File: src/rtl/onewire_slave_responder.sv
// 1-wire slave responder: detects master reset pulses, answers with a presence
// pulse, receives one command byte and answers Read ROM (0x33) with a 64-bit ID.
module onewire_slave_responder #(
  parameter int unsigned CLK_PER_US  = 48,
  parameter int unsigned RST_MIN_US  = 400,
  parameter int unsigned PD_WAIT_US  = 30,
  parameter int unsigned PD_LEN_US   = 120,
  parameter int unsigned SAMPLE_US   = 30,
  parameter int unsigned RD0_HOLD_US = 30,
  parameter logic [63:0] ROM_ID      = 64'h2800_0000_0000_0001
) (
  input  logic       i_clk,
  input  logic       i_rst,
  input  logic       i_owr,
  output logic       o_owr,
  output logic       o_presence,
  output logic       o_cmd_valid,
  output logic [7:0] o_cmd,
  output logic       o_busy
);

  function automatic int unsigned max2(input int unsigned a, input int unsigned b);
    return (a > b) ? a : b;
  endfunction

  localparam int unsigned RstCyc    = RST_MIN_US * CLK_PER_US;
  localparam int unsigned PdWaitCyc = PD_WAIT_US * CLK_PER_US;
  localparam int unsigned PdLenCyc  = PD_LEN_US * CLK_PER_US;
  localparam int unsigned SampleCyc = SAMPLE_US * CLK_PER_US;
  localparam int unsigned HoldCyc   = RD0_HOLD_US * CLK_PER_US;
  localparam int unsigned MaxCyc    = max2(max2(RstCyc, PdWaitCyc),
                                           max2(max2(PdLenCyc, SampleCyc), HoldCyc));
  localparam int unsigned CntW      = $clog2(MaxCyc) + 1;

  localparam logic [CntW-1:0] LowSat     = CntW'(RstCyc);
  localparam logic [CntW-1:0] PdWaitLast = CntW'(PdWaitCyc - 1);
  localparam logic [CntW-1:0] PdLenLast  = CntW'(PdLenCyc - 1);
  localparam logic [CntW-1:0] SampleLast = CntW'(SampleCyc - 1);
  localparam logic [CntW-1:0] HoldLast   = CntW'(HoldCyc - 1);
  localparam logic [CntW-1:0] CntOne     = CntW'(1);

  typedef enum logic [2:0] {
    StIdle, StPdWait, StPdDrive, StPdRel, StCmdRx, StRomTx, StDone
  } state_e;

  logic            s_meta_q, s_q, s_prev_q;
  logic [CntW-1:0] low_cnt_q, low_cnt_d;
  state_e          state_q, state_d;
  logic [CntW-1:0] tmr_q, tmr_d;
  logic [6:0]      bit_cnt_q, bit_cnt_d;
  logic [7:0]      shift_q, shift_d;
  logic            slot_q, slot_d;
  logic            owr_q, owr_d;
  logic            pres_q, pres_d;
  logic            cmd_valid_q, cmd_valid_d;
  logic [7:0]      cmd_q, cmd_d;

  logic       rise, fall, rst_det, rom_bit;
  logic [7:0] cmd_next;

  assign rise     = s_q & ~s_prev_q;
  assign fall     = ~s_q & s_prev_q;
  // Low counter value before the rising edge clears it decides reset detection.
  assign rst_det  = rise && (low_cnt_q == LowSat);
  assign rom_bit  = ROM_ID[bit_cnt_q[5:0]];
  assign cmd_next = {s_q, shift_q[7:1]};

  // Two-flop synchronizer plus edge-detect register; idle bus level is high.
  always_ff @(posedge i_clk) begin
    if (i_rst) begin
      s_meta_q <= 1'b1;
      s_q      <= 1'b1;
      s_prev_q <= 1'b1;
    end else begin
      s_meta_q <= i_owr;
      s_q      <= s_meta_q;
      s_prev_q <= s_q;
    end
  end

  // Low-time counter; held at zero while we drive so our own pulses never look like a reset.
  always_comb begin
    low_cnt_d = low_cnt_q;
    if (owr_q || rise) begin
      low_cnt_d = '0;
    end else if (!s_q && (low_cnt_q != LowSat)) begin
      low_cnt_d = low_cnt_q + CntOne;
    end
  end

  // Next-state and output logic; reset detection preempts every state.
  always_comb begin
    state_d     = state_q;
    tmr_d       = tmr_q;
    bit_cnt_d   = bit_cnt_q;
    shift_d     = shift_q;
    slot_d      = slot_q;
    owr_d       = owr_q;
    pres_d      = 1'b0;
    cmd_valid_d = 1'b0;
    cmd_d       = cmd_q;
    if (rst_det) begin
      state_d   = StPdWait;
      tmr_d     = '0;
      bit_cnt_d = '0;
      shift_d   = '0;
      slot_d    = 1'b0;
      owr_d     = 1'b0;
    end else begin
      unique case (state_q)
        StIdle: begin
        end
        StPdWait: begin
          if (tmr_q == PdWaitLast) begin
            state_d = StPdDrive;
            tmr_d   = '0;
            pres_d  = 1'b1;
            owr_d   = 1'b1;
          end else begin
            tmr_d = tmr_q + CntOne;
          end
        end
        StPdDrive: begin
          if (tmr_q == PdLenLast) begin
            state_d = StPdRel;
            tmr_d   = '0;
            owr_d   = 1'b0;
          end else begin
            tmr_d = tmr_q + CntOne;
          end
        end
        StPdRel: begin
          if (s_q) begin
            state_d   = StCmdRx;
            bit_cnt_d = '0;
            slot_d    = 1'b0;
          end
        end
        StCmdRx: begin
          if (slot_q) begin
            if (tmr_q == SampleLast) begin
              slot_d    = 1'b0;
              shift_d   = cmd_next;
              bit_cnt_d = bit_cnt_q + 7'd1;
              if (bit_cnt_q == 7'd7) begin
                cmd_d       = cmd_next;
                cmd_valid_d = 1'b1;
                bit_cnt_d   = '0;
                state_d     = (cmd_next == 8'h33) ? StRomTx : StDone;
              end
            end else begin
              tmr_d = tmr_q + CntOne;
            end
          end else if (fall) begin
            slot_d = 1'b1;
            tmr_d  = '0;
          end
        end
        StRomTx: begin
          if (slot_q) begin
            if (tmr_q == HoldLast) begin
              slot_d    = 1'b0;
              owr_d     = 1'b0;
              bit_cnt_d = bit_cnt_q + 7'd1;
            end else begin
              tmr_d = tmr_q + CntOne;
            end
          end else if (bit_cnt_q == 7'd64) begin
            // Last slot is over once the bus is back high.
            if (s_q) begin
              state_d = StDone;
            end
          end else if (fall) begin
            slot_d = 1'b1;
            tmr_d  = '0;
            owr_d  = ~rom_bit;
          end
        end
        StDone: begin
        end
        default: state_d = StIdle;
      endcase
    end
  end

  // State and registered-output flops.
  always_ff @(posedge i_clk) begin
    if (i_rst) begin
      low_cnt_q   <= '0;
      state_q     <= StIdle;
      tmr_q       <= '0;
      bit_cnt_q   <= '0;
      shift_q     <= '0;
      slot_q      <= 1'b0;
      owr_q       <= 1'b0;
      pres_q      <= 1'b0;
      cmd_valid_q <= 1'b0;
      cmd_q       <= '0;
    end else begin
      low_cnt_q   <= low_cnt_d;
      state_q     <= state_d;
      tmr_q       <= tmr_d;
      bit_cnt_q   <= bit_cnt_d;
      shift_q     <= shift_d;
      slot_q      <= slot_d;
      owr_q       <= owr_d;
      pres_q      <= pres_d;
      cmd_valid_q <= cmd_valid_d;
      cmd_q       <= cmd_d;
    end
  end

  assign o_owr       = owr_q;
  assign o_presence  = pres_q;
  assign o_cmd_valid = cmd_valid_q;
  assign o_cmd       = cmd_q;
  assign o_busy      = (state_q != StIdle) && (state_q != StDone);

endmodule

File: config.mk
export PLATFORM = sky130hd
export DESIGN_NAME = onewire_slave_responder
export DESIGN_NICKNAME = d
export VERILOG_FILES = /design/src/rtl/onewire_slave_responder.sv
export SDC_FILE = /design/constraint.sdc
export NUM_CORES = 1
export LEC_CHECK = 0
export CORE_MARGIN = 3
export CORE_UTILIZATION = 61
export CTS_CLUSTER_SIZE = 25
export DETAILED_ROUTE_END_ITERATION = 12
export HOLD_SLACK_MARGIN = 0.15
export PLACE_DENSITY = 0.83
export SLEW_MARGIN = 20
export SYNTH_ARGS = -nofsm -noshare
export SYNTH_HDL_FRONTEND = slang
export SYNTH_SLANG_ARGS = --single-unit
File: constraint.sdc
create_clock -name i_clk -period 6.2 [get_ports i_clk]
set_clock_uncertainty 0.05 [all_clocks]
set_input_delay 0.93 -clock i_clk [delete_from_list [all_inputs] [get_ports i_clk]]
set_output_delay 0.93 -clock i_clk [all_outputs]
set_load 0.01 [all_outputs]
# == Word level (Yosys, flattened, before mapping) ==
# Memories as Yosys holds them, arrays and structs flattened. A register that Yosys moved wholly into a read port is not among the register bits.
# Cells that the tools add are included.
# word_totals
output_inout_bits,12
memories,1
rom_bits,64
regBits,65
# op_classes
order_cmp,1
n_eq_ne,38
n_mux,46
n_reduce_logical,23
bitwise,11
n_addsub,3
# mem_list
name,words,word_bits,rd,rd_clocked_by_memory_dff,wr,line,rtl
(name not given),64,1,1,1,0,65,assign rom_bit = ROM_ID[bit_cnt_q[5:0]];
# op_table
cell,n
2-to-1 mux 16 bit,7
one-hot mux 16 bit (4 select lines),1
2-to-1 mux 7 bit,6
inequality test 3 bit (second input constant),13
adder 16 x 1 -> 16 bit (second input constant),2
2-to-1 mux 3 bit,9
inequality test 2 bit (second input constant),11
one-hot mux 7 bit (3 select lines),1
AND reduction 10 bit,2
one-hot mux 3 bit (6 select lines),1
== test 16 x 11 -> 1 bit (second input constant),1
== test 16 x 13 -> 1 bit (second input constant),1
== test 16 x 15 -> 1 bit (second input constant),1
2-to-1 mux 1 bit,16
inequality test 16 x 15 -> 1 bit (second input constant),1
2-to-1 mux 6 bit,2
AND reduction 6 bit,2
== test 3 bit (second input constant),3
NOT 1 bit,9
nonzero test 3 bit,3
== test 8 x 6 -> 1 bit (second input constant),1
adder 7 x 1 -> 7 bit (second input constant),1
== test 7 x 3 -> 1 bit (second input constant),1
== test 7 bit (second input constant),1
18 further kinds,26

# == Depth between registers and ports, before layout ==
# depth
depth_word,7
depth_mapped,9
depth_no_buf,9

# == Least setup slack after synthesis ==
# No wires, ideal clock.
# synth_path
kind,reg-to-reg
startpoint,register tmr_q[0]
endpoint,register cmd_q[0] (netlist: o_cmd[0])
setup_slack_ns,3.958
stages_incl_launch_ff,10
t_arrival_ns,2.078
n_path_buf,2
setup_time_ns,0.114
path_cell_list,dfxtp_1 > ha_1 > nor4bb_4 > nand4_4 > nor4b_2 > buf_4 > and3b_1 > buf_6 > mux2i_1 > nor2_1
# synth_between
elab_chain_len,2
# synth_rtl
element,line,rtl
start: declaration,49,"logic [CntW-1:0] tmr_q, tmr_d;"
start signal: assignment,202,tmr_q <= tmr_d;
== test 16 x 11 -> 1 bit,141,if (tmr_q == SampleLast) begin
AND reduction 5 bit (no source line),n/a,
end signal: assignment,209,cmd_q <= cmd_d;
end: declaration,56,"logic [7:0] cmd_q, cmd_d;"
# Every way passes these cells.
# A chain may end at the register's enable or synchronous reset.

# == Worst setup path in the final report ==
# layout_path
startpoint,register state_q[2]
endpoint,output port o_busy
# layout_between
elab_chain_len,2
elab_cells_between_ends,3
classes_between,1 x eq/ne; 2 x reduce/logical
# layout_rtl
element,line,rtl
start: declaration,48,"state_e state_q, state_d;"
start signal: assignment,190,state_q <= StIdle;
start signal: assignment,201,state_q <= state_d;
inequality test 3 bit or nonzero test 3 bit (tied branches),217,assign o_busy = (state_q != StIdle) && (state_q != StDone);
logical AND 1 bit *,217,
end: declaration,19,output logic o_busy
# Every way passes the cells marked *; elsewhere a longest branch is shown, timed or not.

==> flow_summary.yaml <==
status:
  status: "completed"
yosys:
  synthCells: 383
  syn_area_sq_um: 3460
  ys_seq_elements: 65
  ys.flop_type: "dfxtp_1"
  syn_nets: 391
  ys_warn_count: 0
  avgSynthCellArea_sq_um: 9.05
  yosysSeqAreaShare_pct: 37.6
  synth_edf_count: 0
  ys_types: 77
  synthArstFlopShare_pct: 0
die:
  dieArea_sq_um: 6620
  row_count: 26
  io_pins: 15
  die_height_microns: 81.4
  initial_core_util_pct: 65.3
  core_sq_um: 5300
  die_width_microns: 81.4
timing:
  fin_crit_sh_pct: 53.3
  fmax_mhz: 302
  final.setup.tns_ns: 0
  max_slew.worst_pin.slew_ns: 0.838
  min_period_ns: 3.31
  slew-limit-headroom_pct: 43.8
  rsz0062_at_grt: "false"
  finalMaxSlewViolations: 0
  setup_violations: 0
  hold_viol: 0
grt:
  grt_pass1_wl_microns: 12400
  antenna_found_initial: 0
  global_route.usage.met1_pct: 30.5
  grt_pass1_vias: 2713
  grtUsageMet3_pct: 5.99
  grt-busiest-layer: "met2"
  grt_usage_pct: 23.9
  grt_max_degree: 25
  grt_use_met2_pct: 38.6
  grt_remaining_overflow: 0
layout:
  instances_no_fill: 467
  register_area_sq_um: 1300
  fin_nets: 400
  drive_gt1_share_pct: 10.8
  synthToLayoutAreaGrowth_pct: 9.53
  antenna_cells: 0
  nFillCells: 408
  multi_input_area_sq_um: 1990
clock_tree:
  cts-root-buf: "clkbuf_8"
  clk-insertion-delay-late_ns: 0.34
  clkSlewWorstSetupHoldPaths_ns: 0.07
  clockBufferDepth: 2
  cts_max_level: 3
  cts_resized: 0
  cts_setup_buffers: 0
  cts_tree: "done"
  cts_made_buffers: 9
  cts_hold_buf: 0
  cts_sinks: 65
power_and_ir_drop:
  power_mw: 0.823
  internal_power_mw: 0.650
  p_per_area_nw_per_um2: 217
  ir_drop_uv: 209
  switching_share_pct: 21.0
  p_seq_share_pct: 51.3
  p_clk_share_pct: 46.6
  p_leak_nw: 1.28
  combPwrFrac_pct: 2.2
  p_switching_mw: 0.173
critical_path:
  r2r_slack_ns: 3.24
  cp_max_fo: 16
  cp_top_family: "simple AND/OR/NAND/NOR gates"
  cp-start-kind: "flip-flop"
  cp.arrival_ns: 2.33
  required_ns: 5.22
  cpMaxStageDelayCell: "nor2b_1"
  path_cells: "nor2b_1 -> or3_1 -> clkdlybuf4s50_1"
  end_kind: "primary output"
  path_buf_inv: 1
  path_class: "flip-flop to primary output"
  slowest_delay_ns: 0.66
route:
  post_drt_via_cell_ratio: 6.00
  num_vias: 2803
  drc: 0
  wl_per_cell_microns: 15.1
  first_pass_iters: 4
  drt-initial-drc-count: 174
  routed_wl_microns: 7050
  drtAntennaViolNets: 0
place:
  place_hpwl_microns: 4860
  io_buffers: 14
  gp_congestion: 0.862
  dp_cells: 451
min_path:
  hold_class: "flip-flop to flip-flop"
run:
  maxCapViolCount: 0
synthesized netlist by cell type (4+ instances only):
cell,number,area share (%)
nand4_1,7,1.3
ha_1,5,1.8
nor2_1,59,6.4
and4_1,6,1.5
inv_1,15,1.6
xor2_1,10,2.5
buf_2,4,0.58
or3_1,6,1.1
xnor2_1,16,4.0
dfxtp_1,65,38
o211ai_1,4,0.87
buf_4,6,1.3
a21oi_1,17,2.5
o21ai_0,8,1.2
mux2i_1,15,4.3
nand2_1,26,2.8
nor3b_1,4,0.87
nor3_1,5,0.72
nand3_1,13,1.9
layer usage:
| metal | up-vias | wire length (microns) | share of wire [%] |
|---|---|---|---|
| met5 | - | 0 | 0 |
| met4 | 0 | 159 | 2.3 |
| met3 | 13 | 319 | 4.5 |
| met2 | 64 | 3260 | 46 |
| met1 | 1323 | 3310 | 47 |
| li1 | 1403 | - | - |
path summary, 6_finish.rpt:
check | startpoint | to | depth (start not counted)
max | state_q[2] | o_busy | 3
min | s_meta_q | s_q | 1
max reg2reg | tmr_q[0] | tmr_q[15] | 7
min reg2reg | s_meta_q | s_q | 1
worst reg2reg max path: stages (launching register included):
cell and delay, ns:
dfxtp_1 0.37, ha_1 0.24, nor4bb_4 0.38, nand4_4 0.30
o21ai_0 0.42, a21oi_1 0.22, o21ai_1 0.71, nor2_1 0.12
flip-flops by register name (all words and copies together) (netlist names), 3 cells and up:
register and count:
shift_q 7, bit_cnt_q 7, low_cnt_q 16, state_q 3, tmr_q 16, o_cmd 8
cell type report:
class                           count  share of cell area [%]
Inverter                           15                    1.48
Clock buffer                       10                    3.36
Tap cell                           70                    2.31
Sequential cell                    65                    34.3
Clock inverter                      6                    2.18
Multi-Input combinational cell    286                    52.5
Timing Repair Buffer               15                    3.89
cell families after synthesis:
logic type      count (synthesis)  share of synthesized area, %
compound gates                 68                          15.2
xor+xnor                       26                          6.57
fa+ha+maj                       5                          1.81
buf+inv                        32                          4.95
flops                          65                          37.6
mux                            15                          4.33
simple gates                  172                          29.6
layout by cell type, fill, tap and decap left out, drive strengths merged, types with 3 or more instances in the layout:
cell	count
clkbuf	10
inv	15
nor3	6
nand2	26
nor4b	4
clkdlybuf4s50	14
or3	6
nor4	5
nand3b	3
nor3b	4
ha	5
or4	3
or2	3
a21oi	17
a31oi	3
o211ai	4
and4	7
clkinv	3
dfxtp	65
nand4	8
o21ai	11
nor4bb	3
nor2	59
mux2i	15
o22ai	3
and3	5
xor2	10
nand3	13
a211o	3
a211oi	5
xnor2	16
through the flow:
step                hold WS [ns]  area (sq um)  setup slack [ns]  util (%)
floorplan                  0.339          3460              3.96         -
global placement           0.343          3580              3.35      67.6
detailed placement         0.352          3580              3.28      67.6
CTS                        0.372          3790              2.90      71.6
global route               0.378          3790              2.76      71.6
finish                     0.366          3790              2.89      71.6
power by group through the flow:
stage          logic (mW)  registers [mW]  clock network [mW]
6_report           0.0178           0.422               0.383
5_1_grt            0.0201           0.422               0.410
4_1_cts            0.0178           0.422               0.391
3_5_place_dp       0.0178           0.431                   0
3_3_place_gp       0.0172           0.431                   0
2_1_floorplan      0.0151           0.430                   0
No activity file was read; power rests on OpenSTA's default activity.
